`config.mk`:
```
export PLATFORM = sky130hd
export DESIGN_NAME = mul_sequencer
export DESIGN_NICKNAME = d
export VERILOG_FILES = /design/src/rtl/mul_sequencer.sv
export SDC_FILE = /design/constraint.sdc
export NUM_CORES = 1
export LEC_CHECK = 0
export ABC_AREA = 1
export CAP_MARGIN = 40
export CORE_ASPECT_RATIO = 1.5
export CORE_MARGIN = 10
export CORE_UTILIZATION = 62
export CTS_BUF_LIST = sky130_fd_sc_hd__clkbuf_4 sky130_fd_sc_hd__clkbuf_8
export CTS_CLUSTER_DIAMETER = 120
export DETAILED_ROUTE_END_ITERATION = 16
export PLACE_DENSITY = 0.84
export SYNTH_ARGS = -nofsm -noshare
export SYNTH_HDL_FRONTEND = slang
export SYNTH_SLANG_ARGS = --single-unit
```
`constraint.sdc`:
```
create_clock -name i_clk -period 3.8 [get_ports i_clk]
set_input_delay 0.76 -clock i_clk [delete_from_list [all_inputs] [get_ports i_clk]]
set_output_delay 0.76 -clock i_clk [all_outputs]
set_load 0.005 [all_outputs]
```
`src/rtl/mul_sequencer.sv`:
```
// mul_sequencer
// Iterative radix-2 shift-add multiplier for the SPECIAL2 `mul` instruction,
// placed in EX beside the ALU. It captures the operand magnitudes and the
// product sign, then accumulates one partial product per cycle for WIDTH
// cycles while stalling the front of the pipeline. In the final (DONE) cycle
// it presents the signed 2*WIDTH-bit product for one cycle, so the EX/MEM
// register can capture it.
//
// Ports
//   i_clk        clock, rising edge
//   i_rst        synchronous active-high reset
//   i_start      valid `mul` in EX, sampled only in IDLE
//   i_flush      squash: abort the current operation
//   i_a, i_b     rs / rt operands, two's complement
//   i_dest_in    rd of the `mul`
//   o_stall      freezes PC, IF/ID, ID/EX (combinational)
//   o_busy       high in RUN or DONE (registered)
//   o_done       one-cycle product-valid pulse
//   o_result     low WIDTH bits of the product (written to rd)
//   o_result_hi  high WIDTH bits of the product
//   o_dest_out   latched rd, valid while o_done is high
//
// state | meaning
// IDLE  | waiting for i_start; operands captured on the edge that leaves IDLE
// RUN   | one shift-add iteration per cycle, WIDTH iterations in total
// DONE  | product presented for one cycle, then back to IDLE unconditionally

module mul_sequencer #(
  parameter int WIDTH = 32
) (
  input  logic             i_clk,
  input  logic             i_rst,
  input  logic             i_start,
  input  logic             i_flush,
  input  logic [WIDTH-1:0] i_a,
  input  logic [WIDTH-1:0] i_b,
  input  logic [4:0]       i_dest_in,
  output logic             o_stall,
  output logic             o_busy,
  output logic             o_done,
  output logic [WIDTH-1:0] o_result,
  output logic [WIDTH-1:0] o_result_hi,
  output logic [4:0]       o_dest_out
);

  localparam int PW = 2 * WIDTH;
  localparam int CW = (WIDTH > 1) ? $clog2(WIDTH) : 1;
  localparam logic [CW-1:0] LAST_ITER = CW'(WIDTH - 1);

  typedef enum logic [1:0] {
    ST_IDLE = 2'd0,
    ST_RUN  = 2'd1,
    ST_DONE = 2'd2
  } state_t;

  state_t           r_state;
  logic [PW-1:0]    r_mcand;
  logic [WIDTH-1:0] r_mplier;
  logic [PW-1:0]    r_acc;
  logic [CW-1:0]    r_count;
  logic             r_neg;
  logic [4:0]       r_dest;
  logic             r_busy;
  logic             r_done;
  logic [WIDTH-1:0] r_result;
  logic [WIDTH-1:0] r_result_hi;
  logic [4:0]       r_dest_out;

  logic [WIDTH-1:0] w_abs_a;
  logic [WIDTH-1:0] w_abs_b;
  logic [PW-1:0]    w_partial;
  logic [PW-1:0]    w_prod;
  logic             w_present;

  // The most negative operand negates to 2^(WIDTH-1), which is still a
  // correct unsigned magnitude in WIDTH bits, so no special case is needed.
  assign w_abs_a = i_a[WIDTH-1] ? (~i_a + WIDTH'(1)) : i_a;
  assign w_abs_b = i_b[WIDTH-1] ? (~i_b + WIDTH'(1)) : i_b;

  assign w_partial = r_mplier[0] ? r_mcand : '0;

  assign w_prod = r_neg ? (~r_acc + PW'(1)) : r_acc;

  // A flush landing in the DONE cycle must hide the product and the pulse
  // in that same cycle, so the registered DONE pulse is gated by i_flush and
  // the outputs fall back to the last committed values.
  assign w_present = r_done & ~i_flush;

  assign o_stall = ((r_state == ST_IDLE) & i_start & ~i_flush) |
                   ((r_state == ST_RUN) & ~i_flush);
  assign o_busy      = r_busy;
  assign o_done      = w_present;
  assign o_result    = w_present ? w_prod[WIDTH-1:0]  : r_result;
  assign o_result_hi = w_present ? w_prod[PW-1:WIDTH] : r_result_hi;
  assign o_dest_out  = w_present ? r_dest             : r_dest_out;

  always_ff @(posedge i_clk) begin
    if (i_rst) begin
      r_state     <= ST_IDLE;
      r_mcand     <= '0;
      r_mplier    <= '0;
      r_acc       <= '0;
      r_count     <= '0;
      r_neg       <= 1'b0;
      r_dest      <= '0;
      r_busy      <= 1'b0;
      r_done      <= 1'b0;
      r_result    <= '0;
      r_result_hi <= '0;
      r_dest_out  <= '0;
    end else begin
      r_done <= 1'b0;
      case (r_state)
        ST_IDLE: begin
          if (i_start && !i_flush) begin
            r_mcand  <= {{WIDTH{1'b0}}, w_abs_a};
            r_mplier <= w_abs_b;
            r_neg    <= i_a[WIDTH-1] ^ i_b[WIDTH-1];
            r_dest   <= i_dest_in;
            r_acc    <= '0;
            r_count  <= '0;
            r_busy   <= 1'b1;
            r_state  <= ST_RUN;
          end
        end

        ST_RUN: begin
          if (i_flush) begin
            r_busy  <= 1'b0;
            r_state <= ST_IDLE;
          end else begin
            r_acc    <= r_acc + w_partial;
            r_mcand  <= {r_mcand[PW-2:0], 1'b0};
            r_mplier <= {1'b0, r_mplier[WIDTH-1:1]};
            r_count  <= r_count + CW'(1);
            if (r_count == LAST_ITER) begin
              r_done  <= 1'b1;
              r_state <= ST_DONE;
            end
          end
        end

        ST_DONE: begin
          // Start seen here belongs to the retiring instruction.
          r_busy  <= 1'b0;
          r_state <= ST_IDLE;
          if (!i_flush) begin
            r_result    <= w_prod[WIDTH-1:0];
            r_result_hi <= w_prod[PW-1:WIDTH];
            r_dest_out  <= r_dest;
          end
        end

        default: begin
          r_busy  <= 1'b0;
          r_state <= ST_IDLE;
        end
      endcase
    end
  end

endmodule
```
==> results of run 1 <==
[stage by stage]
| stage | utilization | setup WS, ns | std cells |
|---|---|---|---|
| 2_1_floorplan | - | 1.20 | 3572 |
| 4_1_cts | 0.720 | 0.000386 | 4121 |
| 6_report | 0.728 | -0.00849 | 4132 |
| 3_5_place_dp | 0.687 | 0.240 | 4044 |
| 3_3_place_gp | 0.686 | 0.328 | 4043 |
| 5_1_grt | 0.728 | -0.102 | 4132 |
[path summary, 6_finish.rpt]
check             cells past startpoint        start              end  slack [ns]
setup / recovery                     10    r_acc[42]  o_result_hi[16]      -0.008
hold / removal                        2  r_mcand[46]      r_mcand[46]        0.48
setup reg to reg                     15  r_mplier[0]        r_acc[58]        0.64
hold reg to reg                       2  r_mcand[46]      r_mcand[46]        0.48
[flip-flops by register name, indices dropped and copies added, names as in the netlist]
register	count
r_mplier	32
r_acc	64
r_neg	1
o_busy	1
r_result_hi	32
r_mcand	64
r_count	5
r_state	2
r_dest	5
r_done	1
r_result	32
r_dest_out	5
[worst min-delay path, cell delays in order (launching register included)]
cell and delay [ns]:
dfxtp_1 0.32, nand2_1 0.06, a21oi_1 0.05
[routing by layer]
metal | global-route usage | share of wire | vias up
li1 | - | - | 11484
met1 | 0.373 | 0.37 | 10480
met2 | 0.607 | 0.48 | 1200
met3 | 0.0550 | 0.078 | 309
met4 | 0.230 | 0.072 | 2
met5 | 0 | 0.00018 | -
[final cells by class]
class / count / area, um^2
clock inverters: 14 / 225
multi-input cells: 2557 / 12600
repair buffers: 200 / 1930
fillers: 2856 / 8710
flip-flops and latches: 244 / 4890
well taps: 410 / 513
inverters: 648 / 2430
clock buffers: 59 / 756
[Yosys cell counts (3+ instances only)]
master    number  area share
nor2_2         7      0.0022
nand2_1     1132        0.21
nand3b_1       8      0.0030
nor3_2         5      0.0025
a31oi_1       34       0.011
nor2_1       270       0.050
nand4_1       42       0.013
inv_2         11      0.0020
o211ai_1      16      0.0059
o21ai_1       20      0.0050
nor2_4        10      0.0056
or2_2         11      0.0034
buf_2         26      0.0064
dfxtp_1      244        0.24
o21ai_0      190       0.047
o21a_1        19      0.0071
nand2_4        5      0.0028
a21oi_1      317       0.079
xnor2_1       13      0.0056
o21bai_1       4      0.0015
nor4_1         7      0.0022
nand3_1      240       0.059
clkbuf_1      76       0.014
buf_1         11      0.0020
inv_1        634        0.12
buf_4          8      0.0030
nand3_2        4      0.0020
nand2_2        8      0.0025
xor2_1        45       0.020
a22oi_1       10      0.0037
ha_1          68       0.042
or2_1          3     0.00093
nor3_1        40      0.0099
o22ai_1        3     0.00093
o21ai_2        3      0.0013
[power by group through the flow]
stage / clock network [mW] / registers [mW] / logic (mW)
final: 2.87 / 2.66 / 0.624
after global routing: 2.98 / 2.67 / 0.682
after CTS: 2.88 / 2.66 / 0.607
after detailed placement: 0 / 2.72 / 0.602
after global placement: 0 / 2.71 / 0.583
after floorplan: 0 / 2.70 / 0.395
[what timing repair did]
item,CTS,global route
setup endpoints to repair,17,41
pin swaps,2,16
hold buffers,0,0
resized for setup,10,52
setup buffers,4,11
[logic make-up after synthesis]
logic type | share of synthesized area
xor+xnor | 0.0252
buf+inv | 0.147
compound gates | 0.166
simple gates | 0.377
flops | 0.242
fa+ha+maj | 0.0431
==> results.md, run 1 <==
Power and ir drop:
- The analysis attributes to cell leakage a power of 12.4 nW.
- The total power draw is 6.16 mW.
- Of the total power, registers draw 0.432.
- The switching fraction of total power is 0.265.
- For this design the total switching power over the nets is 1.63 mW.
- The worst supply voltage drop on vdd is 256 uV.
- The share of total power dissipated in combinational logic is 0.101.
- For this design the ratio of total power to cell area is 264 mW/mm^2.
- The internal power contribution is 4.53 mW.
- The part of the power in the clock network is 0.466.

Clock network:
- The clock latency at the later pin of the worst-skew pair is 0.60 ns.
- The number of H-tree levels is 2.
- The clock tree from TritonCTS is done.
- The clock root buffer master is clkbuf_8.
- The total number of clock tree sinks is 244.
- The number of buffers between clock root and the deepest sink is 3.
- After clock tree synthesis, the clock-pin slew on the worst setup and hold paths is 0.06 ns.
- Counting the buffers created by CTS gives 42.

Routing:
- The via count of the routed design is 23475.
- For this block, the initial DRC count from the detailed router was 2527.
- For this run, design rule violations remaining after detail routing come to 0.
- The final antenna-violating net count is 0.
- The routed wirelength normalized by instance count is 17.7 um.
- The first detailed-routing pass ran for 8 iterations.
- In the routed layout, each cell is associated on average with a via count of 5.68.
- For this block, the routed nets add up to 73.0 mm of wire.

Worst setup path:
- The setup path with the least slack is of type flop to output port.
- Counting both buffers and inverters, the worst setup path holds a total of 2.
- The worst setup path is captured at an output port.
- The stage delay of the slowest cell on the critical path is 0.53 ns.
- Grouping stages by cell kind, the critical path spends the most delay in simple AND/OR/NAND/NOR gates.
- STA classifies the critical path startpoint as a flop.
- The standard cell with the maximum stage delay on the critical path is clkdlybuf4s50_1.
- Traced cell by cell, the critical path runs through inv_1 > nand4_1 > nor2_2 > nand2_1 > nor2_1 > nand3_1 > xor2_1 > nand2_1 > a31oi_1 > clkdlybuf4s50_1.
- Data arrives at the worst endpoint at 3.05 ns.
- At the worst endpoint, the required time is 3.04 ns.
- The library cell appearing most often on the critical path is nand2_1.
- The highest net fanout along the worst path is 5.

STA:
- The worst setup slack after layout is -0.00849 ns.
- Adding up every negative setup slack in the final design gives -0.00849 ns.
- Setup violations remaining at the end of the flow were counted as 1.
- Based on the critical path, the design can be clocked at up to 0.263 GHz.
- The headroom to the max-slew limit is 0.412.
- The post-route fraction of the period consumed by the critical path is 1.00.
- The number of endpoints with negative hold slack in the final report came to 0.
- Final hold analysis gives a worst-case slack of 0.477 ns.
- Setup repair after global routing could not meet its margin everywhere.
- The number of pins with negative max-slew slack in the final report is 0.
- The final critical delay including setup and external delays is 3.81 ns.
- At the pin with the least slew margin, the transition time is 0.873 ns.
- Between clock sinks in the finished design, the worst skew comes to 0.0285 ns.

GRT:
- The number of antenna violations at the first check in global routing is 1.
- The residual overflow from global routing is 0.
- The global-route wire length before repair is 114 mm.
- The via count of the first global-routing pass is 22076.
- In the global route stage, overall resource usage came out at 0.344.
- The pin count of the biggest net entering global routing is 154.

Logic synthesis:
- In this run the cell area of the synthesized design comes to 0.0202 mm^2.
- For this run, the leading register cell type out of synthesis is dfxtp_1.
- The number of warning messages in the yosys log is 0.
- The number of synthesized flops with an enable pin is 0.
- The share of flip-flops with an asynchronous set or reset after synthesis is 0.
- The number of different library cells used by synthesis comes to 57.
- The synthesized design contains 244 register bits.
- The post-synthesis cell count is 3572.
- For this run, the register share of the synthesized area comes to 0.242.
- The average cell area after synthesis is 5.65 um^2.
- The number of nets handed over by synthesis was 3714.

Placement:
- The number of buffers added on ports is 144.
- Detailed placement finished with a half-perimeter wire length of 56.4 mm.
- The routability congestion estimate is 1.08.
- The placed instance area is 0.0220 mm^2.

Floorplanning:
- The area of the die is 0.0403 mm^2.
- The die width is 167 um.
- Row generation in the floorplan step produced 80 rows.
- The die is 241 um tall.
- The core region area is 0.0320 mm^2.
- For this configuration, the core starts out at a cell density of 0.631.
- The I/O pin count is 145.

Finish:
- The share of post-route cells with drive strength above 1 is 0.0682.
- The finished cells cover 0.0233 mm^2.
- In the layout the commonest cells are nand2_1, inv_1, a21oi_1, nor2_1, dfxtp_1.
- The layout overhead on the synthesized area is 15.5%.
- The number of diodes is 0.
- The most frequent standard cell in the layout excluding fill and tap cells is nand2_1.
- For this run, the post-layout net count is 3835.

Flow run:
- The tool flagged a number of max-cap violations equal to 0.

Worst hold path:
- The path class of the tightest hold or removal check is flop to flop.

Status:
- The checks that failed: setup timing.
- The run finished, with violations left.
No activity file was read; power rests on OpenSTA's default activity.
==> run 2, diff against run 1 <==
--- a/config.mk
+++ b/config.mk
@@ -13,7 +13,9 @@
 export CTS_BUF_LIST = sky130_fd_sc_hd__clkbuf_4 sky130_fd_sc_hd__clkbuf_8
 export CTS_CLUSTER_DIAMETER = 120
 export DETAILED_ROUTE_END_ITERATION = 16
+export MAX_ROUTING_LAYER = met4
 export PLACE_DENSITY = 0.84
 export SYNTH_ARGS = -nofsm -noshare
 export SYNTH_HDL_FRONTEND = slang
 export SYNTH_SLANG_ARGS = --single-unit
+export TNS_END_PERCENT = 100
==> run 2 against run 1 <==
- final area fell by 0.32%
- sequential share of layout area rose by 0.095 points
- highest routed layer is now met4
- clock-buffer cell count fell by 1
- die area did not move
- the run now ends clean
==> results.md, run 2 (same netlist as run 1, synthesis figures left out) <==
Finish:
- The share of post-route cells with drive strength above 1 is 0.0660.
- Summing all non-filler instances in the final layout gives an area of 0.0232 mm^2.
- In the final design database the tool counted 3828 nets.
- Registers take 0.00489 mm^2.
- The largest registers in the layout are r_acc (64), r_mcand (64).
- In the final layout, the multi-input gates occupy 0.0125 mm^2.
- The filler cell count is 2858.
- The final core utilization is 0.726.
- The most frequent standard cell in the layout excluding fill and tap cells is nand2_1.
- The area growth from synthesis to layout is 15.1%.
- 0 antenna diodes ended up in the layout.
- The library cells used most frequently in the layout, excluding fill and tap cells, are nand2_1, inv_1, a21oi_1, nor2_1.

Power and ir drop:
- Of the total power, the share spent switching nets is 0.266.
- The internal power contribution is 4.49 mW.
- The share of power burned in combinational logic is 0.101.
- In this run the static leakage power is 12.3 nW.
- Of the total power, registers draw 0.436.
- Of the total power, the clock network draws 0.463.
- The net switching component of the power is 1.62 mW.
- The worst supply voltage drop on vdd is 251 uV.
- The cell area power density is 263 mW/mm^2.

Flow run:
- Max-cap violations in this run came to 0.

STA:
- Across all setup checks in the final design, the least slack found is 0.0566 ns.
- The worst clock skew is 0.0259 ns.
- The worst hold margin is 0.472 ns.
- For the pin with the worst max-slew slack, the measured transition is 0.798 ns.
- Setup repair after global routing could not meet its margin everywhere.
- The headroom to the max-slew limit is 0.467.
- Setup violations remaining at the end of the flow were counted as 0.
- The post-route fraction of the period consumed by the critical path is 0.985.
- Timing would allow up to 0.267 GHz.
- The number of endpoints with negative hold slack in the final report was 0.
- The final sum of negative setup slack is 0 ns.
- For the finished layout, the period the worst path requires is 3.74 ns.
- The number of pins with negative max-slew slack in the final report came to 0.

Clock network:
- TritonCTS built the clock tree.
- After clock tree synthesis, the clock-pin slew on the worst setup and hold paths is 0.06 ns.
- The total number of clock tree sinks is 244.
- The later pin in the worst-skew pair is clocked with a latency of 0.59 ns.
- The H-tree generated during clock tree synthesis spans 2 levels.
- The number of buffers between clock root and the deepest sink is 3.
- Buffers inserted during clock tree synthesis total 41.
- The clock root buffer master is clkbuf_8.
- The post-cts hold buffer count is 0.

Floorplanning:
- The I/O pin count is 145.
- Row generation in the floorplan step produced 80 rows.
- The die width is 167 um.
- The core region area is 0.0320 mm^2.
- The die is 241 um tall.
- The area of the die is 0.0403 mm^2.
- The initial utilization of the core area, before any placement, comes to 0.631.

Routing:
- In this run, the number of DRC markers left after iteration 0 of detailed routing was 2388.
- The via count of the routed design is 23412.
- The number of search-and-repair iterations in the first detailed-routing pass is 9.
- The detailed-route vias per instance is 5.68.
- The routed wirelength normalized by instance count is 17.6 um.
- The count of nets left with antenna violations once routing finished came out at 0.
- Summed over all layers, the routed wires come to 72.5 mm.
- The post-route DRC violation count is 0.

Worst setup path:
- In this design, the stage delay of the slowest critical-path cell is 0.53 ns.
- In this run the worst path has a maximum fanout of 6.
- Measured in cells, the most critical reg-to-reg path has a length of 17.
- The standard cell with the maximum stage delay on the critical path is clkdlybuf4s50_1.
- The setup path with the least slack is of type flop to output port.
- The kind of start point of the critical path is a flop.
- The worst setup path is captured at an output port.
- On the critical path the largest part of the delay comes from simple AND/OR/NAND/NOR gates.
- The endpoint required time on the critical path is 3.04 ns.
- Walking the worst path, the cells encountered are nor2_2 > nand2_1 > nor2_2 > inv_1 > nor3_1 > nand4_1 > nand2_1 > nand2_1 > a31oi_1 > clkdlybuf4s50_1.
- The library cell appearing most often on the critical path is nand2_1.
- The worst reg2reg path startpoint is r_mplier[0].
- The number of buffer and inverter stages on the critical path is 2.
- For the worst setup path, the data arrival time is 2.98 ns.
- The endpoint of the worst register-to-register path is r_acc[63].
- For flop-to-flop paths, the worst setup slack is 0.66 ns.

GRT:
- The pin count of the biggest net entering global routing is 154.
- The via count of the first global-routing pass was 21945.
- The global-route wire length before repair is 113 mm.
- The number of antenna violations at the first check in global routing is 0.
- The residual overflow from global routing is 0.
- The global-route usage over all layers is 0.351.

Worst hold path:
- The worst hold endpoint is r_count[4].
- In this run the most critical hold path is launched from r_count[4].
- The number of stages on the worst hold path is 2.
- The worst hold path belongs to the class flop to flop.

Placement:
- The routability congestion estimate is 1.16.
- The detailed placement HPWL is 56.5 mm.
- The placed instance area is 0.0220 mm^2.
- The pre-CTS setup slack is 0.298 ns.
- The number of buffers added on ports is 144.

Status:
- The flow ran to the end, and the final reports show no timing, DRC or antenna violations.
run 2: how the worst max path moves through the flow:
stage | from | endpoint | cells past startpoint | slack (ns)
2_1_floorplan | r_mplier[0] | r_acc[56] | 18 | 1.20
3_3_place_gp | i_flush | o_result_hi[12] | 8 | 0.35
3_5_place_dp | i_flush | o_result_hi[8] | 8 | 0.30
4_1_cts | r_acc[26] | o_result_hi[28] | 10 | 0.0005
5_1_grt | r_acc[40] | o_result_hi[20] | 8 | -0.04
6_report | r_acc[49] | o_result_hi[31] | 10 | 0.06
run 2: final cells by class:
type	count	share of cell area
flip-flops and latches	244	0.211
clock inverters	13	0.00850
well taps	410	0.0221
multi-input cells	2557	0.540
clock buffers	58	0.0333
repair buffers	194	0.0810
inverters	648	0.105
run 2: routing by layer:
| metal | up-vias | track usage | part of all wire | routed length, um |
|---|---|---|---|---|
| met2 | 1205 | 0.596 | 0.48 | 34500 |
| li1 | 11488 | - | - | - |
| met1 | 10437 | 0.369 | 0.36 | 26000 |
| met5 | - | - | 0 | 0 |
| met3 | 282 | 0.0563 | 0.084 | 6120 |
| met4 | 0 | 0.244 | 0.080 | 5830 |
run 2: timing repair:
item / in CTS / in global routing
pin swaps: 2 / 16
endpoints found under the hold margin: 0 / 0
endpoints found under the setup margin: 16 / 38
buffers inserted: 3 / 8
resized for setup: 9 / 50
run 2: through the flow:
step | power, mW | cells
global route | 6.28 | 4124
floorplan | 3.10 | 3572
finish | 6.11 | 4124
detailed placement | 3.32 | 4041
CTS | 6.10 | 4115
global placement | 3.29 | 4041
run 2: power groups by stage:
stage	combinational (mW)	sequential (mW)	clock [mW]
2_1_floorplan	0.395	2.70	0
6_report	0.618	2.66	2.83
3_3_place_gp	0.580	2.71	0
3_5_place_dp	0.598	2.72	0
5_1_grt	0.679	2.67	2.93
4_1_cts	0.602	2.66	2.83
run 2: worst reg2reg max path, cell delays in order (launching register included):
cell     delay [ns]
dfxtp_2        0.69
buf_4          0.28
nand2_1        0.08
inv_1          0.09
ha_1           0.28
nand2_1        0.09
nand2_1        0.06
nand2_1        0.06
nand2_1        0.14
inv_1          0.09
nand2_1        0.18
a21oi_1        0.17
nand2_1        0.23
nand2_1        0.16
nand2_1        0.06
nand2_1        0.05
nand3_1        0.18
a21oi_1        0.19
